==> config.mk <==
export PLATFORM = sky130hd
export DESIGN_NAME = pito_uart_arb
export DESIGN_NICKNAME = d
export VERILOG_FILES = /design/src/rtl/pito_uart_arb.sv
export SDC_FILE = /design/constraint.sdc
export NUM_CORES = 1
export LEC_CHECK = 0
export ABC_CLOCK_PERIOD_IN_PS = 2300
export CORE_UTILIZATION = 48
export CTS_CLUSTER_DIAMETER = 100
export DETAILED_ROUTE_END_ITERATION = 8
export GPL_TIMING_DRIVEN = 0
export PLACE_DENSITY = 0.8
export SYNTH_ARGS = -nofsm -noshare
export SYNTH_HDL_FRONTEND = slang
export SYNTH_SLANG_ARGS = --single-unit
==> constraint.sdc <==
create_clock -name clk -period 2.3 [get_ports clk]
set_input_delay 0.575 -clock clk [delete_from_list [all_inputs] [get_ports clk]]
set_output_delay 0.575 -clock clk [all_outputs]
set_load 0.02 [all_outputs]
==> src/rtl/pito_uart_arb.sv <==
// rtl/pito_uart_arb.sv - round-robin arbiter sharing one byte-wide UART transmitter
//
// Purpose:
//   Grants one of NUM_REQ byte-stream requesters exclusive use of a UART
//   transmitter. A grant lasts until the requester ends its message
//   (req_last), sends MAX_BURST bytes, or leaves req_valid low for IDLE_TO
//   cycles. Each accepted byte is issued as a one-cycle uart_wr strobe, and
//   the arbiter then waits for uart_busy to rise and fall before accepting
//   the next byte. If uart_busy never rises within HI_TO cycles, the sticky
//   hi_err flag is set and the byte is treated as sent.
//
// Ports:
//   clk, rst_n    clock; synchronous active-low reset
//   req_valid     [NUM_REQ]    per-requester byte available
//   req_data      [8*NUM_REQ]  byte i at [8i+7:8i]
//   req_last      [NUM_REQ]    byte ends the message
//   req_ready     [NUM_REQ]    byte taken when valid & ready
//   uart_wr       one-cycle send strobe
//   uart_tx_data  byte to the UART (holds the last byte sent)
//   uart_busy     UART transmitter busy
//   grant_valid   a requester holds the UART
//   grant_id      index of the holder
//   hi_err        sticky: uart_busy failed to rise after a send
module pito_uart_arb #(
  parameter int NUM_REQ   = 4,
  parameter int MAX_BURST = 64,
  parameter int IDLE_TO   = 16,
  parameter int HI_TO     = 4,
  localparam int IDW      = (NUM_REQ > 1) ? $clog2(NUM_REQ) : 1
) (
  input  logic                 clk,
  input  logic                 rst_n,
  input  logic [NUM_REQ-1:0]   req_valid,
  input  logic [8*NUM_REQ-1:0] req_data,
  input  logic [NUM_REQ-1:0]   req_last,
  output logic [NUM_REQ-1:0]   req_ready,
  output logic                 uart_wr,
  output logic [7:0]           uart_tx_data,
  input  logic                 uart_busy,
  output logic                 grant_valid,
  output logic [IDW-1:0]       grant_id,
  output logic                 hi_err
);

  typedef enum logic [1:0] {
    ST_IDLE    = 2'd0,
    ST_LOCKED  = 2'd1,
    ST_WAIT_HI = 2'd2,
    ST_WAIT_LO = 2'd3
  } state_t;

  state_t         r_state,     w_state_nxt;
  logic [IDW-1:0] r_rr_ptr,    w_rr_ptr_nxt;
  logic [IDW-1:0] r_grant_id,  w_grant_id_nxt;
  logic [7:0]     r_burst_cnt, w_burst_cnt_nxt;
  logic [7:0]     r_idle_cnt,  w_idle_cnt_nxt;
  logic [3:0]     r_hi_cnt,    w_hi_cnt_nxt;
  logic [7:0]     r_tx_data,   w_tx_data_nxt;
  logic           r_last,      w_last_nxt;
  logic           r_uart_wr,   w_uart_wr_nxt;
  logic           r_hi_err,    w_hi_err_nxt;

  logic           w_arb_found;
  logic [IDW-1:0] w_arb_id;
  logic           w_sel_valid;
  logic           w_sel_last;
  logic [7:0]     w_sel_data;
  logic [7:0]     w_burst_inc;
  logic [IDW-1:0] w_ptr_after;
  logic           w_done;
  logic           w_release;

  // First valid requester at or above rr_ptr, wrapping. Scanning k from the
  // top down lets the smallest offset overwrite the others.
  always_comb begin : p_arb
    int idx;
    idx         = 0;
    w_arb_found = 1'b0;
    w_arb_id    = '0;
    for (int k = NUM_REQ - 1; k >= 0; k--) begin
      idx = int'(r_rr_ptr) + k;
      if (idx >= NUM_REQ) idx = idx - NUM_REQ;
      if (req_valid[idx]) begin
        w_arb_found = 1'b1;
        w_arb_id    = IDW'(idx);
      end
    end
  end

  // Inputs of the current grant holder.
  always_comb begin
    w_sel_valid = 1'b0;
    w_sel_last  = 1'b0;
    w_sel_data  = '0;
    for (int i = 0; i < NUM_REQ; i++) begin
      if (IDW'(i) == r_grant_id) begin
        w_sel_valid = req_valid[i];
        w_sel_last  = req_last[i];
        w_sel_data  = req_data[8*i +: 8];
      end
    end
  end

  always_comb begin
    req_ready = '0;
    if (r_state == ST_LOCKED && !uart_busy) begin
      for (int i = 0; i < NUM_REQ; i++) begin
        if (IDW'(i) == r_grant_id) req_ready[i] = 1'b1;
      end
    end
  end

  assign w_burst_inc = (r_burst_cnt == 8'hFF) ? r_burst_cnt : r_burst_cnt + 8'd1;
  assign w_ptr_after = (r_grant_id == IDW'(NUM_REQ - 1)) ? '0 : r_grant_id + IDW'(1);

  always_comb begin
    w_state_nxt     = r_state;
    w_rr_ptr_nxt    = r_rr_ptr;
    w_grant_id_nxt  = r_grant_id;
    w_burst_cnt_nxt = r_burst_cnt;
    w_idle_cnt_nxt  = r_idle_cnt;
    w_hi_cnt_nxt    = r_hi_cnt;
    w_tx_data_nxt   = r_tx_data;
    w_last_nxt      = r_last;
    w_uart_wr_nxt   = 1'b0;
    w_hi_err_nxt    = r_hi_err;
    w_done          = 1'b0;
    w_release       = 1'b0;

    case (r_state)
      ST_IDLE: begin
        if (w_arb_found) begin
          w_state_nxt     = ST_LOCKED;
          w_grant_id_nxt  = w_arb_id;
          w_burst_cnt_nxt = '0;
          w_idle_cnt_nxt  = '0;
        end
      end

      ST_LOCKED: begin
        // A busy UART freezes the grant entirely: no accept, no idle timing.
        if (!uart_busy) begin
          if (w_sel_valid) begin
            w_tx_data_nxt  = w_sel_data;
            w_last_nxt     = w_sel_last;
            w_uart_wr_nxt  = 1'b1;
            w_idle_cnt_nxt = '0;
            w_hi_cnt_nxt   = '0;
            w_state_nxt    = ST_WAIT_HI;
          end else if (r_idle_cnt + 8'd1 >= 8'(IDLE_TO)) begin
            w_release = 1'b1;
          end else begin
            w_idle_cnt_nxt = r_idle_cnt + 8'd1;
          end
        end
      end

      ST_WAIT_HI: begin
        // The strobe cycle itself is not part of the HI_TO window.
        if (uart_busy) begin
          w_state_nxt = ST_WAIT_LO;
        end else if (!r_uart_wr) begin
          if (r_hi_cnt + 4'd1 >= 4'(HI_TO)) begin
            w_hi_err_nxt = 1'b1;
            w_done       = 1'b1;
          end else begin
            w_hi_cnt_nxt = r_hi_cnt + 4'd1;
          end
        end
      end

      ST_WAIT_LO: begin
        if (!uart_busy) w_done = 1'b1;
      end

      default: w_state_nxt = ST_IDLE;
    endcase

    if (w_done) begin
      w_burst_cnt_nxt = w_burst_inc;
      if (r_last || (w_burst_inc >= 8'(MAX_BURST))) begin
        w_release = 1'b1;
      end else begin
        w_state_nxt = ST_LOCKED;
      end
    end

    // The released holder becomes lowest priority for the next search.
    if (w_release) begin
      w_state_nxt  = ST_IDLE;
      w_rr_ptr_nxt = w_ptr_after;
    end
  end

  always_ff @(posedge clk) begin
    if (!rst_n) begin
      r_state     <= ST_IDLE;
      r_rr_ptr    <= '0;
      r_grant_id  <= '0;
      r_burst_cnt <= '0;
      r_idle_cnt  <= '0;
      r_hi_cnt    <= '0;
      r_tx_data   <= '0;
      r_last      <= 1'b0;
      r_uart_wr   <= 1'b0;
      r_hi_err    <= 1'b0;
    end else begin
      r_state     <= w_state_nxt;
      r_rr_ptr    <= w_rr_ptr_nxt;
      r_grant_id  <= w_grant_id_nxt;
      r_burst_cnt <= w_burst_cnt_nxt;
      r_idle_cnt  <= w_idle_cnt_nxt;
      r_hi_cnt    <= w_hi_cnt_nxt;
      r_tx_data   <= w_tx_data_nxt;
      r_last      <= w_last_nxt;
      r_uart_wr   <= w_uart_wr_nxt;
      r_hi_err    <= w_hi_err_nxt;
    end
  end

  assign uart_wr      = r_uart_wr;
  assign uart_tx_data = r_tx_data;
  assign grant_valid  = (r_state != ST_IDLE);
  assign grant_id     = r_grant_id;
  assign hi_err       = r_hi_err;

endmodule

==> results.toml <==
[min_path]
min_path_type = "register to register"
whs_endpoint = "hi_err$_SDFFE_PN0P_"
worstHoldStart = "hi_err$_SDFFE_PN0P_"
holdPathStages = 2

[place]
gp_congestion = 0.8241
dp.cells = 383
pre_cts_ws_ns = -0.5567
dp_hpwl_um = 4317
io_buffers = 58

[pwr]
finalPower_mw = 1.640
p_sw_mw = 0.4613
peakVddDrop_v = 0.0004085
comb_power_share = 0.247
leakagePower_nw = 1.197
switching_share = 0.2814
pwr-share-clk = 0.338
power_frac_seq = 0.415
p_int_mw = 1.178
power.density_nw_per_um2 = 537.5

[clocking]
cts.root.buffer_cell = "clkbuf_8"
cts_buffers = 5
clkSinkCount = 37
clkTransAtPathRegs_ns = 0.08
cts_buffer_depth = 2
clk_latency_ns = 0.30
htreeDepth = 2
tritoncts = "yes"

[detailed_routing]
detail-route-antenna-nets = 0
drc = 0
first_pass_iters = 4
vias = 2319
drt-total-wl_um = 6001
wl_per_cell_um = 15.27
dr.first_iter.drc_count = 145
via_per_inst = 5.901

[outcome]
status = "complete, no violations"

[logic_synthesis]
synth_top_area_frac = 0.3347
syn-num-nets = 323
synth_top_area_cell = "dfxtp_1"
yosys_warnings = 0
synth_edf_count = 0
yosysSeqAreaShare = 0.3347
synthDistinctLibCells = 52
synthCells = 273
avgSynthCellArea_um2 = 8.108
yosys_register_bits = 37
syn-cell-area_um2 = 2213
synth_ff_type = "dfxtp_1"
synthArstFlopShare = 0
ys_top_cells_by_area = "dfxtp_1, a21oi_1, nor2b_1, ha_1, nor3_1"

[timing]
relSlewSlack = 0.6380
drv_slew = 0
fmax_mhz = 451.6
tightest_slew_ns = 0.5429
hold_viol = 0
setup_viol = 0
fin_ws_ns = 0.08541
finalCriticalPeriod_ns = 2.215
hold_ws_ns = 0.4819
timing.final.crit_share = 0.9629
rsz0062_at_grt = "no"
final.setup_skew_ns = 0.01141

[critical_path]
r2r_end = "r_state[1]$_SDFF_PP0_"
cp-start-kind = "register"
cp_cell_sequence = "inv_1, ha_1, clkbuf_4, and2_1, clkdlybuf4s15_1"
cp_slowest_cell = "dfxtp_2"
r2r-start = "grant_id[1]$_SDFFE_PN0P_"
r2r_cells = 9
crit_start = "grant_id[1]$_SDFFE_PN0P_"
path_class = "register to output pin"
cp_num_buf_inv = 3
slowest_delay_ns = 0.35
worstPathRequired_ns = 1.73
reg2reg_slack_ns = 0.23
crit_family = "buffers and inverters"
crit_path_end_kind = "output pin"
critPathMaxFanout = 10
arrival_ns = 1.64

[floorplan]
start_util = 0.5049
dieArea_um2 = 4887
io_pins = 60
die_x_um = 69.91
core-area_um2 = 4384
fp.dieH_um = 69.91
rows = 24

[finish]
instances_no_fill = 393
fillerInstances = 357
syn2layout_area_growth_pct = 37.82
fin_nets = 391
layout_common_cells = "clkdlybuf4s50_1, dfxtp_1, a21oi_1"
antennaDiodeCount = 0
layout-drive-gt1-share = 0.1290
final_util = 0.6958
final_common_cell = "clkdlybuf4s50_1"

[grt]
antenna_found_initial = 0
grt_max_degree = 12
grt-ovfl-total = 0
grt_pass1_vias = 2255
grt_pass1_wl_um = 10120
track_usage = 0.2540

[job]
max-cap-violations = 0
-- registers in the layout, summed over array words and instances (netlist names) --
signal,flops
r_burst_cnt,8
r_rr_ptr,2
r_state,2
r_idle_cnt,8
r_last,1
grant_id,2
uart_wr,1
hi_err,1
uart_tx_data,8
r_hi_cnt,4
-- metal layers --
metal	vias up	global-route usage	wire length, µm
met5	-	0	0
met3	12	0.07071	390
met4	0	0.1111	118
li1	1149	-	-
met1	1084	0.3087	2683
met2	74	0.4177	2809
-- power by group through the flow --
| stage | Combinational (mW) | Clock [mW] | Sequential, mW |
|---|---|---|---|
| final | 0.404 | 0.554 | 0.681 |
| after CTS | 0.391 | 0.550 | 0.680 |
| after floorplan | 0.192 | 0 | 0.706 |
| after global placement | 0.365 | 0 | 0.693 |
| after global routing | 0.437 | 0.574 | 0.683 |
| after detailed placement | 0.370 | 0 | 0.694 |
-- Yosys cell counts, types with 7 or more instances --
library cell and instances:
o21ai_0 12, dfxtp_1 37, nand2_1 17, ha_1 7, nor3_1 16, nor2_1 11
and3_1 8, a221oi_1 9, inv_1 13, a21oi_1 34, nand3_1 7, clkbuf_1 11
nor2b_1 17
-- final cells by class --
class	count	area, µm²	share of cell area
Multi-Input combinational cell	207	1371	0.4495
Sequential cell	37	747.0	0.2449
Timing Repair Buffer	63	621.8	0.2039
Buffer	14	92.59	0.03035
Clock buffer	5	68.82	0.02256
Tap cell	52	65.06	0.02133
Inverter	13	48.80	0.01600
Clock inverter	2	35.03	0.01148
-- stage by stage --
step                      setup TNS, ns  area (µm²)
after CTS                             0        3034
after global placement           -9.175        2859
final                                 0        3050
after detailed placement         -9.970        2859
after global routing                  0        3050
after floorplan                       0        2213
-- worst reg2reg max path, delay by kind of cell, from the launching register on --
family / cells / cell delay [ns]
compound gates: 3 / 0.59
fa+ha+maj: 1 / 0.24
buf+inv: 4 / 0.59
flops: 1 / 0.38
simple gates: 1 / 0.15
-- kinds of logic after synthesis --
logic type / after synthesis / share of synthesized area
buffers and inverters: 29 / 0.05766
DFF: 37 / 0.3347
AOI/OAI and AO/OA: 86 / 0.2634
and+or+nand+nor: 108 / 0.2776
adders and majority gates: 7 / 0.03957
muxes: 6 / 0.02714
-- how the worst max path moves through the flow --
stage	to	slack, ns	depth (start not counted)
global route	req_ready[1]	0.004	5
CTS	req_ready[3]	0.0007	5
global placement	req_ready[3]	-0.52	5
finish	req_ready[1]	0.09	5
floorplan	req_ready[3]	0.13	4
detailed placement	req_ready[3]	-0.56	5
-- timing repair --
item                       CTS  global route
setup buffers                4             1
hold buffers                 0             0
pin swaps                    1             1
gates resized for setup     26             9
gates cloned                 0             0
setup endpoints to repair   17            12
No activity file was read; power rests on OpenSTA's default activity.
